--- src/rtl/instr_fetch.sv ---
// Instruction fetch unit: issues word-addressed instruction-memory reads,
// buffers returned words in a small first-word-fall-through queue and
// handles branch redirects, including requests still in flight.
//
// Ports:
//   clk, rst                       clock, asynchronous active-low reset
//   redirect_valid, redirect_addr  branch-unit PC change
//   imem_req, imem_addr            memory read request (held until ack)
//   imem_ack, imem_rdata           memory response
//   inst_valid, inst_ready         decode handshake on the buffer head
//   inst_word, inst_pc             head instruction and its word address
//   inst_pc_next                   inst_pc + 1 (wrapping)
module instr_fetch #(
    parameter logic [31:0] RESET_PC  = 32'h0000_0000,
    parameter int unsigned BUF_DEPTH = 2
) (
    input  logic        clk,
    input  logic        rst,
    input  logic        redirect_valid,
    input  logic [31:0] redirect_addr,
    output logic        imem_req,
    output logic [31:0] imem_addr,
    input  logic        imem_ack,
    input  logic [31:0] imem_rdata,
    output logic        inst_valid,
    input  logic        inst_ready,
    output logic [31:0] inst_word,
    output logic [31:0] inst_pc,
    output logic [31:0] inst_pc_next
);

    localparam int unsigned AW = (BUF_DEPTH > 1) ? $clog2(BUF_DEPTH) : 1;
    localparam int unsigned CW = $clog2(BUF_DEPTH + 1);
    localparam logic [CW-1:0] DEPTH_C = CW'(BUF_DEPTH);

    typedef enum logic [1:0] {
        FETCH = 2'd0,
        DROP  = 2'd1,
        HOLD  = 2'd2
    } state_t;

    state_t          state_q, state_n;
    logic            req_q, req_n;
    logic [31:0]     req_addr_q;
    logic [31:0]     fetch_addr_q, fetch_addr_n;
    logic [CW-1:0]   count_q, count_n;
    logic [AW-1:0]   head_q, tail_q;
    logic [31:0]     buf_word [BUF_DEPTH];
    logic [31:0]     buf_pc   [BUF_DEPTH];

    logic            wait_c;
    logic            push_c;
    logic            pop_c;
    logic            issue_c;

    // State register
    always_ff @(posedge clk or negedge rst) begin
        if (!rst) state_q <= FETCH;
        else      state_q <= state_n;
    end

    // Next-state and request decision; a new request needs a free slot after this edge
    always_comb begin
        state_n = state_q;
        req_n   = 1'b0;
        unique case (state_q)
            FETCH: begin
                if (wait_c) begin
                    req_n = 1'b1;
                    if (redirect_valid) state_n = DROP;
                end else if (count_n < DEPTH_C) begin
                    req_n = 1'b1;
                end else begin
                    state_n = HOLD;
                end
            end
            DROP: begin
                // Buffer is empty here, so the redirect target can go out right after the ack
                req_n = 1'b1;
                if (!wait_c) state_n = FETCH;
            end
            HOLD: begin
                if (count_n < DEPTH_C) state_n = FETCH;
            end
            default: state_n = FETCH;
        endcase
    end

    // Datapath strobes and next occupancy / fetch address
    always_comb begin
        wait_c       = req_q & ~imem_ack;
        push_c       = req_q & imem_ack & (state_q == FETCH) & ~redirect_valid;
        pop_c        = inst_valid & inst_ready;
        issue_c      = req_n & ~wait_c;
        count_n      = count_q;
        fetch_addr_n = fetch_addr_q;
        if (redirect_valid) begin
            count_n      = '0;
            fetch_addr_n = redirect_addr;
        end else begin
            count_n = count_q + CW'(push_c) - CW'(pop_c);
            if (push_c) fetch_addr_n = fetch_addr_q + 32'd1;
        end
    end

    // Request, address and buffer storage
    always_ff @(posedge clk or negedge rst) begin
        if (!rst) begin
            req_q        <= 1'b0;
            req_addr_q   <= RESET_PC;
            fetch_addr_q <= RESET_PC;
            count_q      <= '0;
            head_q       <= '0;
            tail_q       <= '0;
            for (int i = 0; i < int'(BUF_DEPTH); i++) begin
                buf_word[i] <= '0;
                buf_pc[i]   <= '0;
            end
        end else begin
            req_q        <= req_n;
            fetch_addr_q <= fetch_addr_n;
            count_q      <= count_n;
            if (issue_c) req_addr_q <= fetch_addr_n;
            if (redirect_valid) begin
                head_q <= '0;
                tail_q <= '0;
            end else begin
                if (push_c) begin
                    buf_word[tail_q] <= imem_rdata;
                    buf_pc[tail_q]   <= req_addr_q;
                    tail_q           <= tail_q + AW'(1);
                end
                if (pop_c) head_q <= head_q + AW'(1);
            end
        end
    end

    assign imem_req     = req_q;
    assign imem_addr    = req_addr_q;
    assign inst_valid   = (count_q != '0);
    assign inst_word    = buf_word[head_q];
    assign inst_pc      = buf_pc[head_q];
    assign inst_pc_next = buf_pc[head_q] + 32'd1;

endmodule

--- config.mk ---
export PLATFORM = sky130hd
export DESIGN_NAME = instr_fetch
export DESIGN_NICKNAME = d
export VERILOG_FILES = /design/src/rtl/instr_fetch.sv
export SDC_FILE = /design/constraint.sdc
export NUM_CORES = 1
export LEC_CHECK = 0
export ABC_AREA = 1
export ABC_CLOCK_PERIOD_IN_PS = 2900
export CORE_MARGIN = 2
export CORE_UTILIZATION = 25
export CTS_CLUSTER_DIAMETER = 40
export CTS_CLUSTER_SIZE = 12
export DETAILED_ROUTE_END_ITERATION = 8
export GPL_TIMING_DRIVEN = 1
export HOLD_SLACK_MARGIN = 0.06
export PLACE_DENSITY = 0.54
export RECOVER_POWER = 25
export SETUP_SLACK_MARGIN = 0.5
export SLEW_MARGIN = 20
export SYNTH_ARGS = -nofsm -noshare
export SYNTH_HDL_FRONTEND = slang
export SYNTH_SLANG_ARGS = --single-unit
--- constraint.sdc ---
create_clock -name clk -period 2.9 [get_ports clk]
set_input_delay 0.435 -clock clk [delete_from_list [all_inputs] [get_ports clk]]
set_output_delay 0.435 -clock clk [all_outputs]
set_load 0.02 [all_outputs]
After elaboration in Yosys (flattened, before gate mapping)
Index checks and enable logic that the tools add are counted.
{"block": "op_classes", "addsub": 6, "n_mul": 0, "div_mod_pow": 0, "order_cmp": 4, "eq_ne": 6, "n_shift": 0, "mux": 26, "bitwise": 11, "n_reduce_logical": 7}
{"operator": "$mux 32", "n": 9}
{"operator": "$bwmux 64", "n": 2}
{"operator": "$add 32x1->32 const B", "n": 2}
{"operator": "$demux 32 s1", "n": 1}
{"operator": "$mux 2", "n": 6}
{"operator": "$and 1x1->1", "n": 6}
{"operator": "$mux 1", "n": 6}
{"operator": "$ne 3x3->1 const B", "n": 2}
{"operator": "$pmux 2 s3", "n": 1}
{"operator": "$reduce_bool 2->1", "n": 3}
{"operator": "$ge 2x2->1 const B", "n": 2}
{"operator": "$ne 2x2->1 const B", "n": 2}
{"operator": "$not 1->2", "n": 2}
{"operator": "$reduce_and 4->1", "n": 1}
{"operator": "$not 1->1", "n": 3}
{"operator": "$add 1x1->1 const B", "n": 2}
{"operator": "$add 2x1->2", "n": 1}
{"operator": "$eq 2x1->1 const B", "n": 1}
{"operator": "$eq 2x2->1 const B", "n": 1}
{"operator": "$logic_not 2->1", "n": 1}
{"operator": "$lt 2x1->1 const B", "n": 1}
{"operator": "$lt 2x2->1 const B", "n": 1}
{"operator": "$pmux 1 s2", "n": 1}
{"operator": "$reduce_and 2->1", "n": 1}
{"operator": "other kinds (2)", "n": 2}
{"block": "totals", "ff_bits": 199, "latch_bits": 0, "ramBits": 0, "mem_bits_ro": 0, "inputBits": 69, "word_cells": 71, "memories": 0}

Depth between registers and ports, before layout
Gate-level depths: netlist of run 1.
{"block": "depth", "depth_word": 11, "mapped_depth": 14, "ltp_nobuf": 13}

Least setup slack after synthesis of run 1
No wires, ideal clock.
{"block": "synth_timing", "path_type": "reg2out", "start": "register head_q", "end": "output inst_pc_next[28]", "t_arrival_ns": 2.534, "path_slack_ns": -0.069, "path_stages_with_launch": 11, "path_cell_list": "dfrtp_1 > buf_6 > o21ai_0 > inv_1 > ha_1 > inv_1 > nor2_1 > inv_1 > nor2_1 > nand2_1 > xor2_1"}
{"block": "synth_between", "elab_chain_len": 5}
{"item": "start, declared", "line_no": "47", "source": "logic [AW-1:0] head_q, tail_q;"}
{"item": "start signal, assigned", "line_no": "133", "source": "if (pop_c) head_q <= head_q + AW'(1);"}
{"item": "$not 1->2"}
{"item": "$mux 32 (3 in a row)"}
{"item": "via inst_pc[0]", "line_no": "28", "source": "output logic [31:0] inst_pc,"}
{"item": "$add 32x1->32", "line_no": "143", "source": "assign inst_pc_next = buf_pc[head_q] + 32'd1;"}
{"item": "end, declared", "line_no": "29", "source": "output logic [31:0] inst_pc_next"}
The timed path passes the listed nets, and every way through them passes these cells. The select of a mux whose other input is x is not followed.

Worst setup path in the final report of run 1
{"block": "layout_timing", "start": "register head_q", "end": "output inst_pc_next[23]"}
{"block": "layout_between", "elab_chain_len": 5}
{"item": "$not 1->2 (not written as such)", "line_no": "143"}
{"item": "$mux 32 (not written as such) (3 in a row)", "line_no": "143"}
{"item": "$add 32x1->32", "line_no": "143"}
No other way between the ends. The select of a mux whose other input is x is not followed.

==> impl_results.md, run 1 <==
* Status: complete, but fails checks
* Violations in the final reports: capacitance limit, slew limit
* Cell count after placement at 2187
* Initial antenna violation count at 0
* Startpoint Class: flop
* Core area at 41900 um^2
* Crit Path Class: flop to output pin
* Pwr per Cell Area at 1050 nW/um^2
* Synth unique cells at 43
* Post-Place Cell Area at 13700 um^2
* Mapped cell area at 10600 um^2
* Placement row count at 75
* Peak supply drop at 0.000471 V
* Diodes inserted at 0
* P&R area growth vs syn at 42.3%
* Post-synthesis sequential area ratio at 47.0%
* Final Hold Vio Count at 0
* Seq cells post-synth at 199
* Setup TNS at 0 ns
* Remaining antenna violation count at 0
* Fmax at 361 MHz
* Mux contribution to synthesized area at 0%
* Clk sinks at 199
* CTS Buffer Depth at 2
* Layout cells sized above 1 at 21.2%
* DIE HEIGHT at 210 um
* Synth Area in XOR/XNOR at 2.22%
* Post-Synth Simple-Gate Area at 31.1%
* Final cell count without fillers at 2253
* First-pass GRT wire length at 54200 um
* Static Leak at 7.63 nW
* GR Overflow Total at 0
* WL per Instance at 15.5 um
* EDFF count, synth at 0
* CP max FO at 29
* Layout Nets at 1774
* Minimum clock period after layout at 2.77 ns
* Mapped Nets at 1511
* Number of global-route vias before repair at 9635
* Critical path endpoint category: output pin
* Gpl congestion at 0.858
* Min Hold Slack at 0.487 ns
* CTS Hold Buffers Added at 0
* Clk root buf: clkbuf_16
* Top_reg_cell synth: dfrtp_1
* Post-Route WL at 34900 um
* Final Slew Violations at 86
* Gr usage total at 15.8%
* Mapped Cells at 1438
* Synth warn at 0
* Critical Path RT at 2.47 ns
* Remaining DRCs at 0
* Met3 usage at 2.24%
* Synth Area per Inst at 7.36 um^2
* Final setup fails at 0
* Drt first-iter violations at 641
* Final worst-path cycle share at 95.5%
* Max_slew headroom at -51.7%
* I/O Buffers at 198
* Main combinational cell family by area after synthesis: simple AND/OR/NAND/NOR gates
* Compound-Gate Fraction of Synth Area at 10.7%
* CTS tree: built
* Num CTS Buffers at 17
* GRT met1 Usage at 22.1%
* Starting Density at 25.3%
* Max Cap Viol at 1
* Vias per cell at 4.43
* Pre-Repair DR Iteration Count at 5
* Met2 usage at 25.7%
* Post-Route Skew at 0.0128 ns
* Adder-cell share of the synthesized area at 0.473%
* Post-synth ARST share at 100%
* Final instance area at 15100 um^2
* Busiest grt layer: met2
* Hpwl dp at 25900 um
* Pin count of the biggest net entering global routing at 87
* RSZ-0062 raised after global routing: true
* Worst Tran Pin Value at 2.28 ns
* # IOs at 199
* DIE AREA at 44000 um^2
* Clock-pin slew on the worst setup and hold paths at 0.07 ns
* Die X at 210 um
* Min-delay worst type: flop to flop
* H-tree depth at 4
* Arrival time worst endpoint at 2.33 ns
* Clk Latency, worst-skew pair at 0.44 ns
* DR vias at 9987
final timing paths:
check	endpoint	slack, ns	startpoint	cells past startpoint
worst max-delay path	inst_pc_next[23]	0.13	head_q	10
worst min-delay path	buf_word[45]	0.49	buf_word[45]	2
worst max register to register	imem_addr[23]	0.68	count_q[0]	14
worst min register to register	buf_word[45]	0.49	buf_word[45]	2
max in group asynchronous	buf_pc[43]	0.57	rst	2
min in group asynchronous	buf_word[37]	0.63	rst	1
critical path: stages, from the launching register on:
cell	delay, ns
dfrtp_2	0.43
buf_4	0.15
buf_12	0.16
o21ai_0	0.54
nor3_4	0.10
nand2_1	0.13
inv_1	0.08
nand3_2	0.07
nand2_2	0.05
nand2_2	0.07
buf_6	0.12
flip-flops by register name, summed over array words and instances (netlist names):
signal        count
tail_q            1
state_q           2
fetch_addr_q     32
count_q           2
head_q            1
imem_addr        32
imem_req          1
buf_word         64
buf_pc           64
timing repair:
action	4_1_cts	5_1_grt
buffers inserted	14	15
cloned	3	2
endpoints found under the setup margin	126	126
pin swaps	35	51
gates resized for setup	319	148
where the power goes:
part | total (mW) | internal, mW | switching, mW
logic | 8.75 | 3.53 | 5.21
registers | 4.73 | 3.91 | 0.818
clock network | 2.34 | 1.16 | 1.18
area by class of cell:
type,count,area (um^2)
fillers,4430,26800
clock inverters,14,134
clock buffers,18,439
repair inverters,2,17.5
flip-flops and latches,199,4980
repair buffers,302,2860
well taps,539,674
inverters,163,624
multi-input cells,1016,5330
cells in the mapped netlist (4+ instances only):
| cell type | number | area, um^2 |
|---|---|---|
| a21boi_0 | 5 | 37.5 |
| a21oi_1 | 5 | 25.0 |
| and2_1 | 8 | 50.1 |
| buf_2 | 8 | 40.0 |
| buf_6 | 4 | 45.0 |
| clkbuf_1 | 43 | 161 |
| dfrtp_1 | 199 | 4980 |
| ha_1 | 4 | 50.1 |
| inv_1 | 156 | 586 |
| inv_2 | 6 | 22.5 |
| nand2_1 | 535 | 2010 |
| nand2_2 | 14 | 87.6 |
| nand3_1 | 73 | 365 |
| nand3b_1 | 10 | 75.1 |
| nand4_1 | 15 | 93.8 |
| nor2_1 | 89 | 334 |
| nor2_2 | 11 | 68.8 |
| nor3_2 | 5 | 50.1 |
| o21ai_0 | 166 | 831 |
| o21ai_1 | 5 | 25.0 |
| o21ai_2 | 12 | 105 |
| or2_2 | 14 | 87.6 |
| xnor2_1 | 5 | 43.8 |
| xor2_1 | 20 | 175 |
stage by stage:
stage	util, %	setup slack, ns	total power [mW]
final	36.0	0.131	15.8
after global routing	36.0	-0.00879	16.9
after floorplan	-	0.455	8.86
after global placement	32.6	0.00372	12.9
after CTS	35.0	0.126	15.6
after detailed placement	32.6	-0.0479	13.0
cells by family after synthesis:
kind of cell	Yosys count
AOI/OAI and AO/OA	205
xor gates and xnor gates	26
adders and majority gates	4
buffers and inverters	223
DFF	199
and+or+nand+nor	781
per-layer routing:
metal	routed length, um	vias up
met4	456	0
li1	-	5009
met3	1140	21
met1	16700	4761
met5	0	-
met2	16600	196
placed cells by master, fill, tap and decap left out, drive strengths merged, types with 9 or more instances in the layout:
master	instances
xor2	21
nor2	102
clkdlybuf4s50	101
dfrtp	199
nand3b	10
clkdlybuf4s15	12
inv	172
nand4	15
o21ai	185
and2	9
clkbuf	47
dlymetal6s2s	26
nand3	74
or2	14
buf	131
nand2	549
Power figures use the tool's default switching activity.
==> run 2: changes to the inputs <==
--- a/config.mk
+++ b/config.mk
@@ -6,15 +6,14 @@
 export NUM_CORES = 1
 export LEC_CHECK = 0
 export ABC_AREA = 1
-export ABC_CLOCK_PERIOD_IN_PS = 2900
+export ABC_CLOCK_PERIOD_IN_PS = 2520
 export CORE_MARGIN = 2
 export CORE_UTILIZATION = 25
 export CTS_CLUSTER_DIAMETER = 40
 export CTS_CLUSTER_SIZE = 12
 export DETAILED_ROUTE_END_ITERATION = 8
-export GPL_TIMING_DRIVEN = 1
 export HOLD_SLACK_MARGIN = 0.06
-export PLACE_DENSITY = 0.54
+export PLACE_DENSITY = 0.56
 export RECOVER_POWER = 25
 export SETUP_SLACK_MARGIN = 0.5
 export SLEW_MARGIN = 20
==> constraint.sdc (replaced) <==
create_clock -name clk -period 2.52 [get_ports clk]
set_input_delay 0.378 -clock clk [delete_from_list [all_inputs] [get_ports clk]]
set_output_delay 0.378 -clock clk [all_outputs]
set_load 0.02 [all_outputs]
==> impl_results.md, run 2 (synthesized netlist as in run 1, its figures left out) <==
* Status: complete, but fails checks (unchanged)
* Violations in the final reports: capacitance limit, slew limit, setup timing (was capacitance limit, slew limit)
* First-pass GRT wire length at 57300 um (was 54200 um)
* Post-Place Cell Area at 14400 um^2 (was 13700 um^2)
* Remaining antenna violation count at 0 (unchanged)
* Flop pwr share at 25.4% (was 29.9%)
* Crit Path Class: flop to output pin (unchanged)
* Max_slew headroom at -10.4% (was -51.7%)
* DIE AREA at 44000 um^2 (unchanged)
* Die X at 210 um (unchanged)
* Pre-Repair DR Iteration Count at 6 (was 5)
* DIE HEIGHT at 210 um (unchanged)
* Final setup fails at 36 (was 0)
* Worst slack, placed at -0.236 ns (was -0.0479 ns)
* Register-to-register setup slack at 0.19 ns (was 0.68 ns)
* Final worst-path cycle share at 110%
* H-tree depth at 4 (unchanged)
* Critical Path RT at 2.14 ns (was 2.47 ns)
* Fmax at 360 MHz
* Cell count after placement at 2221 (was 2187)
* Final Hold Vio Count at 0 (unchanged)
* CP Cell Sequence: buf_12 > inv_16 > buf_12 > buf_12 > o21ai_4 > nand2_2 > nor2_4 > nand2_4 > nor2_4 > nand2_4 > xor2_4 > buf_6 (was buf_4 > buf_12 > o21ai_0 > nor3_4 > nand2_1 > inv_1 > nand3_2 > nand2_2 > nand2_2 > buf_6)
* Pwr per Cell Area at 1260 nW/um^2 (was 1050 nW/um^2)
* Gr usage total at 16.7% (was 15.8%)
* Top cell by count, worst path: buf_12 (was nand2_2)
* Depth of the worst register-to-register path at 14 (unchanged)
* Final cell count without fillers at 2367 (was 2253)
* Final Slew Violations at 63 (was 86)
* DR vias at 10582 (was 9987)
* Clk sinks at 199 (unchanged)
* Largest regs: buf_pc x64, buf_word x64 (unchanged)
* Post-Route Skew at 0.0117 ns (was 0.0128 ns)
* Critical path endpoint: inst_pc_next[16] (was inst_pc_next[23])
* GR Overflow Total at 0 (unchanged)
* Layout cells sized above 1 at 38.7% (was 21.2%)
* Peak supply drop at 0.000561 V (was 0.000471 V)
* Gate power share at 63.0% (was 55.3%)
* Gpl congestion at 0.892 (was 0.858)
* P_int at 12.8 mW (was 8.61 mW)
* Hpwl dp at 26000 um (was 25900 um)
* Total power at 22.6 mW (was 15.8 mW)
* Placement row count at 75 (unchanged)
* RSZ-0062 raised after global routing: true (unchanged)
* Drt first-iter violations at 604 (was 641)
* Most common cell after layout, fill and taps aside: nand2_1 (unchanged)
* Initial antenna violation count at 1 (was 0)
* P&R area growth vs syn at 69.6% (was 42.3%)
* WL per Instance at 15.7 um (was 15.5 um)
* Slowest CP cell: dfrtp_2 (was o21ai_0)
* CTS tree: built (unchanged)
* Starting Density at 25.3% (unchanged)
* CP max FO at 6 (was 29)
* Psw at 9.78 mW (was 7.21 mW)
* Most frequent cells in the layout: 355 x nand2_1, 195 x dfrtp_1, 157 x buf_6 (was 495 x nand2_1, 198 x dfrtp_1, 158 x o21ai_0)
* Minimum clock period after layout at 2.78 ns
* Remaining DRCs at 0 (unchanged)
* Vias per cell at 4.47 (was 4.43)
* # IOs at 199 (unchanged)
* Min-delay worst type: flop to flop (unchanged)
* Pin count of the biggest net entering global routing at 91 (was 87)
* Static Leak at 8.71 nW (was 7.63 nW)
* Final Core Density at 42.9% (was 36.0%)
* Layout Nets at 1888 (was 1774)
* Power share of the clock group at 11.6% (was 14.8%)
* Reg2reg end: imem_addr[14] (was imem_addr[23])
* I/O Buffers at 198 (unchanged)
* Final instance area at 18000 um^2 (was 15100 um^2)
* Max Cap Viol at 1 (unchanged)
* Core area at 41900 um^2 (unchanged)
* Diodes inserted at 0 (unchanged)
* Number of global-route vias before repair at 10371 (was 9635)
* CTS Buffer Depth at 2 (unchanged)
* Arrival time worst endpoint at 2.40 ns (was 2.33 ns)
* CP startpoint: head_q (unchanged)
* Min Hold Slack at 0.482 ns (was 0.487 ns)
* Worst r2r src: count_q[1] (was count_q[0])
* Post-Route WL at 37300 um (was 34900 um)
* Final worst slack at -0.260 ns (was 0.131 ns)
* Clk Latency, worst-skew pair at 0.45 ns (was 0.44 ns)
* Num CTS Buffers at 17 (unchanged)
* Clk root buf: clkbuf_16 (unchanged)
* Setup TNS at -5.33 ns (was 0 ns)
* Clock-pin slew on the worst setup and hold paths at 0.07 ns (about the same)
* CP peak stage delay at 0.42 ns (was 0.54 ns)
* Worst Tran Pin Value at 1.66 ns (was 2.28 ns)
* Sw frac at 43.3% (was 45.6%)
* Startpoint Class: flop (unchanged)
* Critical path endpoint category: output pin (unchanged)
-- run 2: how the worst min path moves through the flow --
stage / startpoint / to / slack, ns / cells after the start
2_1_floorplan: rst / buf_pc[0] / 0.08 / 0
3_3_place_gp: rst / buf_word[6] / 0.40 / 1
3_5_place_dp: rst / buf_word[38] / 0.41 / 1
4_1_cts: rst / buf_word[38] / 0.49 / 2
5_1_grt: buf_pc[15] / buf_pc[15] / 0.50 / 2
6_report: buf_pc[57] / buf_pc[57] / 0.48 / 2
-- run 2: timing repair --
action / CTS / global route
setup buffers: 74 / 25
hold buffers: 1 / 0
gates resized for setup: 874 / 192
endpoints found under the hold margin: 60 / 0
cloned: 13 / 1
pin swaps: 102 / 67
setup endpoints to repair: 129 / 139
-- run 2: critical path, delay by kind of cell (launching register included) --
family | cells | cell delay [ns]
AOI/OAI and AO/OA | 1 | 0.13
xor gates and xnor gates | 1 | 0.15
DFF | 1 | 0.42
and+or+nand+nor | 5 | 0.63
buffers and inverters | 5 | 0.61
-- run 2: power by group through the flow --
stage                     Sequential (mW)  Combinational [mW]  Clock (mW)
after detailed placement             5.54                10.3           0
after floorplan                      5.49                5.35           0
after CTS                            5.61                13.1        2.69
after global placement               5.51                10.2           0
after global routing                 5.88                15.2        2.83
final                                5.72                14.2        2.62
-- run 2: layout make-up --
type	instances	area (um^2)
fill	4108	23900
timing repair buffer	417	4700
clock buffer	19	443
inverter	163	653
sequential	199	4980
tap	539	674
multi-input combinational	1016	6380
clock inverter	13	114
timing repair inverter	1	11.3
-- run 2: per-layer routing --
metal / global-route usage [%] / wire length (um) / vias to the layer above
met3: 2.65 / 1340 / 40
met1: 22.7 / 17100 / 5074
met4: 4.38 / 671 / 2
met2: 27.9 / 18100 / 227
li1: - / - / 5239
met5: 0 / 11 / -
==> run 3: changes to the inputs <==
--- a/config.mk
+++ b/config.mk
@@ -8,12 +8,12 @@
 export ABC_AREA = 1
 export ABC_CLOCK_PERIOD_IN_PS = 2520
 export CORE_MARGIN = 2
-export CORE_UTILIZATION = 25
+export CORE_UTILIZATION = 47
 export CTS_CLUSTER_DIAMETER = 40
 export CTS_CLUSTER_SIZE = 12
 export DETAILED_ROUTE_END_ITERATION = 8
 export HOLD_SLACK_MARGIN = 0.06
-export PLACE_DENSITY = 0.56
+export PLACE_DENSITY = 0.86
 export RECOVER_POWER = 25
 export SETUP_SLACK_MARGIN = 0.5
 export SLEW_MARGIN = 20
==> impl_results.md, run 3 (synthesized netlist as in run 1, its figures left out) <==
* Number of global-route vias before repair at 11355 (was 10371)
* Final worst-path cycle share at 117% (was 110%)
* Critical Path RT at 2.14 ns (about the same)
* Worst r2r src: count_q[0] (was count_q[1])
* Initial antenna violation count at 0 (was 1)
* DR vias at 11735 (was 10582)
* Clk root buf: clkbuf_16 (unchanged)
* Post-Route WL at 40000 um (was 37300 um)
* Crit Path Class: flop to output pin (unchanged)
* I/O Buffers at 198 (unchanged)
* Layout cells sized above 1 at 34.0% (was 38.7%)
* Remaining DRCs at 0 (unchanged)
* Worst Tran Pin Value at 1.61 ns (was 1.66 ns)
* Worst hold start: buf_word[30] (was buf_pc[57])
* Hold depth at 2 (unchanged)
* CTS tree: built (unchanged)
* Minimum clock period after layout at 2.96 ns (was 2.78 ns)
* Hpwl dp at 23300 um (was 26000 um)
* Startpoint Class: flop (unchanged)
* Core area at 22000 um^2 (was 41900 um^2)
* CTS Buffer Depth at 2 (unchanged)
* Min-delay worst type: flop to flop (unchanged)
* Die X at 154 um (was 210 um)
* Multi-input logic area at 6130 um^2 (was 6380 um^2)
* DIE AREA at 23700 um^2 (was 44000 um^2)
* Gr usage total at 31.0% (was 16.7%)
* Starting Density at 48.2% (was 25.3%)
* Max Cap Viol at 1 (unchanged)
* First-pass GRT wire length at 58000 um (was 57300 um)
* Static Leak at 8.12 nW (was 8.71 nW)
* Gate power share at 61.5% (was 63.0%)
* DIE HEIGHT at 154 um (was 210 um)
* Largest regs: buf_pc x64, buf_word x64 (unchanged)
* Pre-Repair DR Iteration Count at 6 (unchanged)
* Final worst slack at -0.437 ns (was -0.260 ns)
* Clk Latency, worst-skew pair at 0.45 ns (about the same)
* Drt first-iter violations at 1312 (was 604)
* Critical path endpoint category: output pin (unchanged)
* Violations in the final reports: capacitance limit, slew limit, setup timing (unchanged)
* P_int at 11.9 mW (was 12.8 mW)
* Fmax at 338 MHz (was 360 MHz)
* GR Overflow Total at 0 (unchanged)
* P&R area growth vs syn at 57.2% (was 69.6%)
* Depth of the worst register-to-register path at 15 (was 14)
* H-tree depth at 4 (unchanged)
* WL per Instance at 19.3 um (was 15.7 um)
* Arrival time worst endpoint at 2.58 ns (was 2.40 ns)
* RSZ-0062 raised after global routing: true (unchanged)
* Final setup fails at 28 (was 36)
* Pwr per Cell Area at 1320 nW/um^2 (was 1260 nW/um^2)
* Post-Route Skew at 0.0103 ns (was 0.0117 ns)
* Most common cell after layout, fill and taps aside: nand2_1 (unchanged)
* Clk sinks at 199 (unchanged)
* Gpl congestion at 0.954 (was 0.892)
* Final Slew Violations at 67 (was 63)
* Clock-pin slew on the worst setup and hold paths at 0.08 ns (was 0.07 ns)
* Filler Cell Count at 1297 (was 4108)
* Num CTS Buffers at 17 (unchanged)
* Register-to-register setup slack at 0.18 ns (was 0.19 ns)
* Peak supply drop at 0.000889 V (was 0.000561 V)
* Final Core Density at 75.8% (was 42.9%)
* Worst slack, placed at -0.327 ns (was -0.236 ns)
* Placement row count at 54 (was 75)
* Remaining antenna violation count at 0 (unchanged)
* Register area at 4980 um^2 (about the same)
* Final Hold Vio Count at 0 (unchanged)
* Psw at 10.0 mW (was 9.78 mW)
* Max_slew headroom at -7.55% (was -10.4%)
* Cell count after placement at 1963 (was 2221)
* Power share of the clock group at 12.7% (was 11.6%)
* Vias per cell at 5.67 (was 4.47)
* Reg2reg end: imem_addr[17] (was imem_addr[14])
* Diodes inserted at 0 (unchanged)
* Final cell count without fillers at 2068 (was 2367)
* Most frequent cells in the layout: 416 x nand2_1, 196 x dfrtp_1, 145 x o21ai_0 (was 355 x nand2_1, 195 x dfrtp_1, 157 x buf_6)
* WHS Endpoint: buf_word[30] (was buf_pc[57])
* Total power at 22.0 mW (was 22.6 mW)
* Sw frac at 45.7% (was 43.3%)
* Pin count of the biggest net entering global routing at 129 (was 91)
* Flop pwr share at 25.8% (was 25.4%)
* # IOs at 199 (unchanged)
* Layout Nets at 1848 (was 1888)
* Status: complete, but fails checks (unchanged)
* CP max FO at 16 (was 6)
* Min Hold Slack at 0.490 ns (was 0.482 ns)
## run 3: cell count changes in the layout (fill, tap and decap cells not counted), sizes merged
cell,previous run,this run
buf,312,251
clkdlybuf4s15,0,20
clkdlybuf4s50,95,100
dlymetal6s2s,5,0
inv,168,173
clkinvlp,3,1
bufbuf,1,0
clkbuf,21,20
## run 3: per-layer routing
layer	up-vias	track usage (%)	part of all wire, %
li1	5169	-	-
met1	5606	37.0	35
met2	745	53.7	50
met3	215	5.02	7.9
met4	0	16.6	6.8
met5	-	0	0
## run 3: worst max-delay path, cell delays in order, from the launching register on
cell     delay, ns
dfrtp_2       0.51
buf_8         0.21
buf_4         0.21
nand2_1       0.11
nand2_2       0.10
nand2_1       0.08
nor3_1        0.25
nand2_1       0.16
nor2_2        0.15
nand2_1       0.08
nand2_1       0.07
nand2_2       0.06
buf_6         0.13
## run 3: worst max-delay path by stage
| stage | from | to | cells past startpoint | slack, ns |
|---|---|---|---|---|
| global route | head_q | inst_pc_next[31] | 11 | -0.50 |
| global placement | head_q | inst_pc_next[25] | 10 | -0.29 |
| finish | head_q | inst_pc_next[31] | 12 | -0.44 |
| CTS | head_q | inst_pc_next[19] | 10 | -0.19 |
| floorplan | head_q | inst_pc_next[28] | 10 | 0.34 |
| detailed placement | head_q | inst_pc_next[25] | 10 | -0.33 |
## run 3: power groups by stage
stage | sequential [mW] | combinational [mW] | clock (mW)
floorplan | 5.49 | 5.35 | 0
global placement | 5.41 | 9.93 | 0
detailed placement | 5.48 | 10.2 | 0
CTS | 5.53 | 12.1 | 2.75
global route | 5.77 | 14.2 | 2.90
finish | 5.67 | 13.5 | 2.79
## run 3: metrics by stage
stage | TNS (ns) | cell area, um^2
6_report | -6.58 | 16600
5_1_grt | -8.56 | 16600
4_1_cts | -3.36 | 16000
3_5_place_dp | -5.19 | 14000
3_3_place_gp | -3.26 | 14000
2_1_floorplan | 0 | 11100
## run 3: layout make-up
class | instances | share of cell area, %
repair inverters | 2 | 0.188
flip-flops and latches | 199 | 29.9
well taps | 280 | 2.11
multi-input cells | 1016 | 36.8
repair buffers | 376 | 23.5
clock buffers | 17 | 2.56
inverters | 163 | 3.84
clock inverters | 15 | 1.06
## run 3: what timing repair did
item	CTS	global route
hold buffers	1	0
endpoints found under the setup margin	131	154
resized for setup	693	143
pin swaps	84	58
hold endpoints to repair	63	0
buffers inserted	40	21
cloned	10	1
